File: src/rtl/wishbone_sram_bridge_if.sv
// Bus bundle between the Wishbone RAM mux leaf port and one OpenRAM single-port macro.
// slave = bridge side, master = mux/SRAM side (used by the bench).
interface wishbone_sram_bridge_if #(
   parameter int ADDR_WIDTH = 10,
   parameter int DATA_WIDTH = 32
);
   logic                  wbs_stb_i;
   logic                  wbs_cyc_i;
   logic                  wbs_we_i;
   logic [3:0]            wbs_sel_i;
   logic [DATA_WIDTH-1:0] wbs_dat_i;
   logic [31:0]           wbs_adr_i;
   logic                  wbs_ack_o;
   logic [DATA_WIDTH-1:0] wbs_dat_o;
   logic                  sram_csb_o;
   logic                  sram_web_o;
   logic [3:0]            sram_wmask_o;
   logic [ADDR_WIDTH-1:0] sram_addr_o;
   logic [DATA_WIDTH-1:0] sram_din_o;
   logic [DATA_WIDTH-1:0] sram_dout_i;

   modport slave (
      input  wbs_stb_i, wbs_cyc_i, wbs_we_i, wbs_sel_i, wbs_dat_i, wbs_adr_i, sram_dout_i,
      output wbs_ack_o, wbs_dat_o, sram_csb_o, sram_web_o, sram_wmask_o, sram_addr_o, sram_din_o
   );

   modport master (
      output wbs_stb_i, wbs_cyc_i, wbs_we_i, wbs_sel_i, wbs_dat_i, wbs_adr_i, sram_dout_i,
      input  wbs_ack_o, wbs_dat_o, sram_csb_o, sram_web_o, sram_wmask_o, sram_addr_o, sram_din_o
   );
endinterface

File: src/rtl/wishbone_sram_bridge.sv
// Wishbone slave leaf -> OpenRAM single-port SRAM bridge; all outputs registered.
// Optional WB_SRAM_STATS_EN adds saturating acked read/write counters.
module wishbone_sram_bridge #(
   parameter int ADDR_WIDTH   = 10,
   parameter int DATA_WIDTH   = 32,
   parameter int READ_LATENCY = 1
) (
   input  logic                  wb_clk_i,
   input  logic                  wb_rst_ni,
`ifdef WB_SRAM_STATS_EN
   output logic [15:0]           stat_rd_cnt_o,
   output logic [15:0]           stat_wr_cnt_o,
`endif
   wishbone_sram_bridge_if.slave bus
);

   if (DATA_WIDTH != 32) begin : g_bad_dw
      $error("wishbone_sram_bridge: DATA_WIDTH must be 32");
   end
   if (READ_LATENCY < 1 || READ_LATENCY > 3) begin : g_bad_rl
      $error("wishbone_sram_bridge: READ_LATENCY must be 1..3");
   end

   typedef enum logic [1:0] {S_IDLE, S_ACCESS, S_WAIT, S_ACK} state_t;

   state_t                r_state, w_state;
   logic [1:0]            r_cnt, w_cnt;
   logic                  r_ack, w_ack;
   logic [DATA_WIDTH-1:0] r_dat, w_dat;
   logic                  r_csb, w_csb;
   logic                  r_web, w_web;
   logic [3:0]            r_wmask, w_wmask;
   logic [ADDR_WIDTH-1:0] r_addr, w_addr;
   logic [DATA_WIDTH-1:0] r_din, w_din;
   logic                  w_rd_done, w_wr_done;
   logic                  w_unused;

   // Upper address bits alias; decode above this leaf resolves them.
   assign w_unused = ^{bus.wbs_adr_i[31:ADDR_WIDTH+2], bus.wbs_adr_i[1:0]};

   always_comb begin
      w_state   = r_state;
      w_cnt     = r_cnt;
      w_ack     = r_ack;
      w_dat     = r_dat;
      w_csb     = r_csb;
      w_web     = r_web;
      w_wmask   = r_wmask;
      w_addr    = r_addr;
      w_din     = r_din;
      w_rd_done = 1'b0;
      w_wr_done = 1'b0;
      case (r_state)
         S_IDLE: begin
            if (bus.wbs_stb_i && bus.wbs_cyc_i && !r_ack) begin
               w_csb   = 1'b0;
               w_web   = ~bus.wbs_we_i;
               w_wmask = bus.wbs_we_i ? bus.wbs_sel_i : 4'h0;
               w_addr  = bus.wbs_adr_i[ADDR_WIDTH+1:2];
               w_din   = bus.wbs_dat_i;
               w_state = S_ACCESS;
            end
         end
         S_ACCESS: begin
            // SRAM samples this edge; r_web still carries the direction of the transfer.
            w_csb = 1'b1;
            w_web = 1'b1;
            if (!bus.wbs_cyc_i) begin
               w_state = S_IDLE;
            end else if (!r_web) begin
               w_ack     = 1'b1;
               w_wr_done = 1'b1;
               w_state   = S_ACK;
            end else begin
               w_cnt   = 2'(READ_LATENCY - 1);
               w_state = S_WAIT;
            end
         end
         S_WAIT: begin
            if (!bus.wbs_cyc_i) begin
               w_state = S_IDLE;
            end else if (r_cnt == 2'd0) begin
               w_dat     = bus.sram_dout_i;
               w_ack     = 1'b1;
               w_rd_done = 1'b1;
               w_state   = S_ACK;
            end else begin
               w_cnt = r_cnt - 2'd1;
            end
         end
         S_ACK: begin
            w_ack   = 1'b0;
            w_state = S_IDLE;
         end
         default: w_state = S_IDLE;
      endcase
   end

   always_ff @(posedge wb_clk_i or negedge wb_rst_ni) begin
      if (!wb_rst_ni) begin
         r_state <= S_IDLE;
         r_cnt   <= 2'd0;
         r_ack   <= 1'b0;
         r_dat   <= '0;
         r_csb   <= 1'b1;
         r_web   <= 1'b1;
         r_wmask <= 4'h0;
         r_addr  <= '0;
         r_din   <= '0;
      end else begin
         r_state <= w_state;
         r_cnt   <= w_cnt;
         r_ack   <= w_ack;
         r_dat   <= w_dat;
         r_csb   <= w_csb;
         r_web   <= w_web;
         r_wmask <= w_wmask;
         r_addr  <= w_addr;
         r_din   <= w_din;
      end
   end

   assign bus.wbs_ack_o    = r_ack;
   assign bus.wbs_dat_o    = r_dat;
   assign bus.sram_csb_o   = r_csb;
   assign bus.sram_web_o   = r_web;
   assign bus.sram_wmask_o = r_wmask;
   assign bus.sram_addr_o  = r_addr;
   assign bus.sram_din_o   = r_din;

`ifdef WB_SRAM_STATS_EN
   logic [15:0] r_rd_cnt, r_wr_cnt;

   always_ff @(posedge wb_clk_i or negedge wb_rst_ni) begin
      if (!wb_rst_ni) begin
         r_rd_cnt <= 16'h0;
         r_wr_cnt <= 16'h0;
      end else begin
         if (w_rd_done && r_rd_cnt != 16'hFFFF) r_rd_cnt <= r_rd_cnt + 16'h1;
         if (w_wr_done && r_wr_cnt != 16'hFFFF) r_wr_cnt <= r_wr_cnt + 16'h1;
      end
   end

   assign stat_rd_cnt_o = r_rd_cnt;
   assign stat_wr_cnt_o = r_wr_cnt;
`endif

endmodule

File: src/flat_wrapper.sv
// flat-port wrapper written by rule: the top's interface ports become plain ports
module wishbone_sram_bridge_flat 
#(
   parameter int ADDR_WIDTH   = 10,
   parameter int DATA_WIDTH   = 32,
   parameter int READ_LATENCY = 1
)
  (wb_clk_i, wb_rst_ni, bus_wbs_stb_i, bus_wbs_cyc_i, bus_wbs_we_i, bus_wbs_sel_i, bus_wbs_dat_i, bus_wbs_adr_i, bus_sram_dout_i, bus_wbs_ack_o, bus_wbs_dat_o, bus_sram_csb_o, bus_sram_web_o, bus_sram_wmask_o, bus_sram_addr_o, bus_sram_din_o);
  wishbone_sram_bridge_if #(.ADDR_WIDTH(ADDR_WIDTH), .DATA_WIDTH(DATA_WIDTH)) bus_i ();
  input  logic wb_clk_i;
  input  logic wb_rst_ni;
  input wire logic [$bits(bus_i.wbs_stb_i)-1:0] bus_wbs_stb_i;
  input wire logic [$bits(bus_i.wbs_cyc_i)-1:0] bus_wbs_cyc_i;
  input wire logic [$bits(bus_i.wbs_we_i)-1:0] bus_wbs_we_i;
  input wire logic [$bits(bus_i.wbs_sel_i)-1:0] bus_wbs_sel_i;
  input wire logic [$bits(bus_i.wbs_dat_i)-1:0] bus_wbs_dat_i;
  input wire logic [$bits(bus_i.wbs_adr_i)-1:0] bus_wbs_adr_i;
  input wire logic [$bits(bus_i.sram_dout_i)-1:0] bus_sram_dout_i;
  output wire logic [$bits(bus_i.wbs_ack_o)-1:0] bus_wbs_ack_o;
  output wire logic [$bits(bus_i.wbs_dat_o)-1:0] bus_wbs_dat_o;
  output wire logic [$bits(bus_i.sram_csb_o)-1:0] bus_sram_csb_o;
  output wire logic [$bits(bus_i.sram_web_o)-1:0] bus_sram_web_o;
  output wire logic [$bits(bus_i.sram_wmask_o)-1:0] bus_sram_wmask_o;
  output wire logic [$bits(bus_i.sram_addr_o)-1:0] bus_sram_addr_o;
  output wire logic [$bits(bus_i.sram_din_o)-1:0] bus_sram_din_o;
  assign bus_i.wbs_stb_i = bus_wbs_stb_i;
  assign bus_i.wbs_cyc_i = bus_wbs_cyc_i;
  assign bus_i.wbs_we_i = bus_wbs_we_i;
  assign bus_i.wbs_sel_i = bus_wbs_sel_i;
  assign bus_i.wbs_dat_i = bus_wbs_dat_i;
  assign bus_i.wbs_adr_i = bus_wbs_adr_i;
  assign bus_i.sram_dout_i = bus_sram_dout_i;
  assign bus_wbs_ack_o = bus_i.wbs_ack_o;
  assign bus_wbs_dat_o = bus_i.wbs_dat_o;
  assign bus_sram_csb_o = bus_i.sram_csb_o;
  assign bus_sram_web_o = bus_i.sram_web_o;
  assign bus_sram_wmask_o = bus_i.sram_wmask_o;
  assign bus_sram_addr_o = bus_i.sram_addr_o;
  assign bus_sram_din_o = bus_i.sram_din_o;
  wishbone_sram_bridge #(.ADDR_WIDTH(ADDR_WIDTH), .DATA_WIDTH(DATA_WIDTH), .READ_LATENCY(READ_LATENCY)) u_core (.wb_clk_i(wb_clk_i), .wb_rst_ni(wb_rst_ni), .bus(bus_i));
endmodule
File: config.mk
export PLATFORM = sky130hd
export DESIGN_NAME = wishbone_sram_bridge_flat
export DESIGN_NICKNAME = d
export VERILOG_FILES = /design/src/rtl/wishbone_sram_bridge_if.sv /design/src/rtl/wishbone_sram_bridge.sv /design/src/flat_wrapper.sv
export SDC_FILE = /design/constraint.sdc
export NUM_CORES = 1
export LEC_CHECK = 0
export CORE_MARGIN = 2
export CORE_UTILIZATION = 42
export CTS_CLUSTER_DIAMETER = 120
export CTS_CLUSTER_SIZE = 16
export DETAILED_ROUTE_END_ITERATION = 8
export HOLD_SLACK_MARGIN = 0.06
export PLACE_DENSITY = 0.9
export RECOVER_POWER = 50
export SLEW_MARGIN = 15
export SYNTH_ARGS = -nofsm -noshare
export SYNTH_HDL_FRONTEND = slang
export SYNTH_SLANG_ARGS = --single-unit
File: constraint.sdc
create_clock -name wb_clk_i -period 4.1 [get_ports wb_clk_i]
set_input_delay 0.615 -clock wb_clk_i [delete_from_list [all_inputs] [get_ports wb_clk_i]]
set_output_delay 0.615 -clock wb_clk_i [all_outputs]
set_load 0.01 [all_outputs]
==> reports/metrics.cfg <==
[run_status]
outcome=finished, violations left
violations=max-capacitance violations, max-slew violations

[clock_tree]
cts.clk_slew.worst_paths_ns=0.07
h-tree-depth=3
postCtsSetupBuffers=0
hold_buffers=0
cts.sinks=85
cts_buffers=9
cts.repair.resized=0
cts_buffer_depth=2
clockRootBuffer=clkbuf_8
cts_tree=yes
clk_latency_ns=0.34

[routing]
ant_nets=0
wl_met3_um=483
wirelength_um=7520
via_per_inst=4.81
vias=2321
drc=0
met1_length_um=2840
maxUsedRoutingLayer=met4
dr.pass1.iters=4
met2_length_um=4100
wl_per_cell_um=15.6
drtIter0Drc=49

[critical_path]
timing.rr.end=u_core.bus.sram_din_o[4]
cp.required_ns=4.31
reg2reg_slack_ns=1.74
endpoint=u_core.bus.sram_din_o[4]
cp-end-kind=flop
startpoint_type=input pin
worstPathMaxFanout=43
cp.arrival_ns=2.97
reg2reg_from=u_core.r_state[1]
critPathKind=in2reg
ff2ff_path_depth=3
cp-startpoint=bus_wbs_cyc_i

[layout]
final_common_cell=clkdlybuf4s50_1
antenna_cells=0
fin_nets=483
layout.cells.non_filler=483
nFillCells=568
multi_input_area_um2=1110
area_delta_synth_final_pct=54.4
final_util=0.670
seq_area_um2=2130
final_cell_mix=clkdlybuf4s50_1, dfrtp_1, mux2_2
drive_gt1_frac=0.252

[sta]
worst_slew_pin_slew_ns=2.06
final_max_slew_viol_count=86
setup_viol=0
setup-tns-final_ns=0
hold_ws_ns=0.475
fin_crit_ns=2.76
slew_headroom=-0.374
hold_violations=0
post-route-period-util=0.672
timing.fmax_ghz=0.363
fin_skew_ns=0.0142
rsz0062_at_grt=no

[power]
pwr_density_cell_nw_per_um2=503
leakagePower_uw=0.00231
vdd_drop_max_v=0.000231
power_uw=2600

[synthesis]
ys_types=26
synthCells=212
ys_warn_count=0
syn_nets=319
yosysSeqAreaShare=0.635
synthFlopType=dfrtp_1
avgSynthCellArea_um2=15.8
ys_ff_latch=85
syn_area_um2=3350
async_flop_share=1.00
synth_enable_flop_cells=0

[hold_path]
hp-class=reg2reg
hp-start=u_core.bus.sram_csb_o

[global_routing]
grt_max_degree=86
track_usage=0.174
grt_pass1_wl_um=11700
gr-total-overflow=0
antenna_found_initial=0
grt_pass1_vias=2482

[place]
place.gp.congestion=0.738
hpwlAfterDp_um=5560
portBuffers=163
dp_cells=467

[floorplanning]
io_pins=186
num_rows=32
start_util=0.434
coreArea_um2=7730
die_y_um=93.4
dieArea_um2=8710
die_x_um=93.4

[flow_run]
drv_cap=1

## layout make-up
cell class | instances | share of cell area
tap | 102 | 0.0246
multi-input combinational | 112 | 0.215
timing repair buffer | 164 | 0.316
inverter | 4 | 0.00290
sequential | 85 | 0.411
clock buffer | 12 | 0.0261
clock inverter | 4 | 0.00483
## flip-flops by register name (all words and copies together), names as in the netlist
name	count
u_core.bus.sram_addr_o	10
u_core.bus.sram_csb_o	1
u_core.bus.sram_din_o	32
u_core.bus.sram_web_o	1
u_core.bus.sram_wmask_o	4
u_core.bus.wbs_ack_o	1
u_core.bus.wbs_dat_o	32
u_core.r_cnt	2
u_core.r_state	2
## routing by layer
metal,up-vias,track usage
li1,1076,-
met3,8,0.0395
met1,1153,0.194
met2,84,0.323
met4,0,0.0600
met5,-,0
## per-stage QoR
step / area [um^2] / worst slack [ns]
2_1_floorplan: 3350 / 2.59
3_3_place_gp: 5040 / 1.44
3_5_place_dp: 5040 / 1.40
4_1_cts: 5200 / 1.76
5_1_grt: 5180 / 1.22
6_report: 5180 / 1.34
## how the worst min path moves through the flow
stage | endpoint | slack [ns] | depth (start not counted)
after floorplan | u_core.bus.sram_addr_o[0] | 0.32 | 0
after global placement | u_core.bus.sram_csb_o | 0.45 | 2
after detailed placement | u_core.bus.sram_csb_o | 0.47 | 2
after CTS | u_core.bus.sram_csb_o | 0.48 | 2
after global routing | u_core.bus.sram_csb_o | 0.50 | 2
final | u_core.bus.sram_csb_o | 0.47 | 2
## critical path: stages
cell and delay, ns:
dlygate4sd3_1 0.67, nand4bb_1 0.50, nor2_8 0.73, mux2_2 0.41
## logic make-up after synthesis
family / count (synthesis) / synth area share
buffers and inverters: 15 / 0.0287
and+or+nand+nor: 17 / 0.0407
AOI/OAI and AO/OA: 17 / 0.0328
adders and majority gates: 2 / 0.00746
DFF: 85 / 0.635
muxes: 76 / 0.255
## Yosys cell counts (all sizes together) (2+ instances only)
cell	number	area, um^2
o31ai	4	30.0
inv	4	15.0
nor2	3	27.5
nand2b	3	18.8
mux2	76	856
dfstp	2	52.6
buf	10	77.6
o21ai	5	25.0
dfrtp	83	2080
ha	2	25.0
nand2	6	22.5
a21boi	2	15.0
a31oi	2	12.5
## power by group
part,switching (uW),leakage (uW),internal (uW)
clock,276,0.0000764,219
combinational,319,0.00114,594
sequential,113,0.00109,1080
Note: power is estimated with default switching activity, not from simulation.
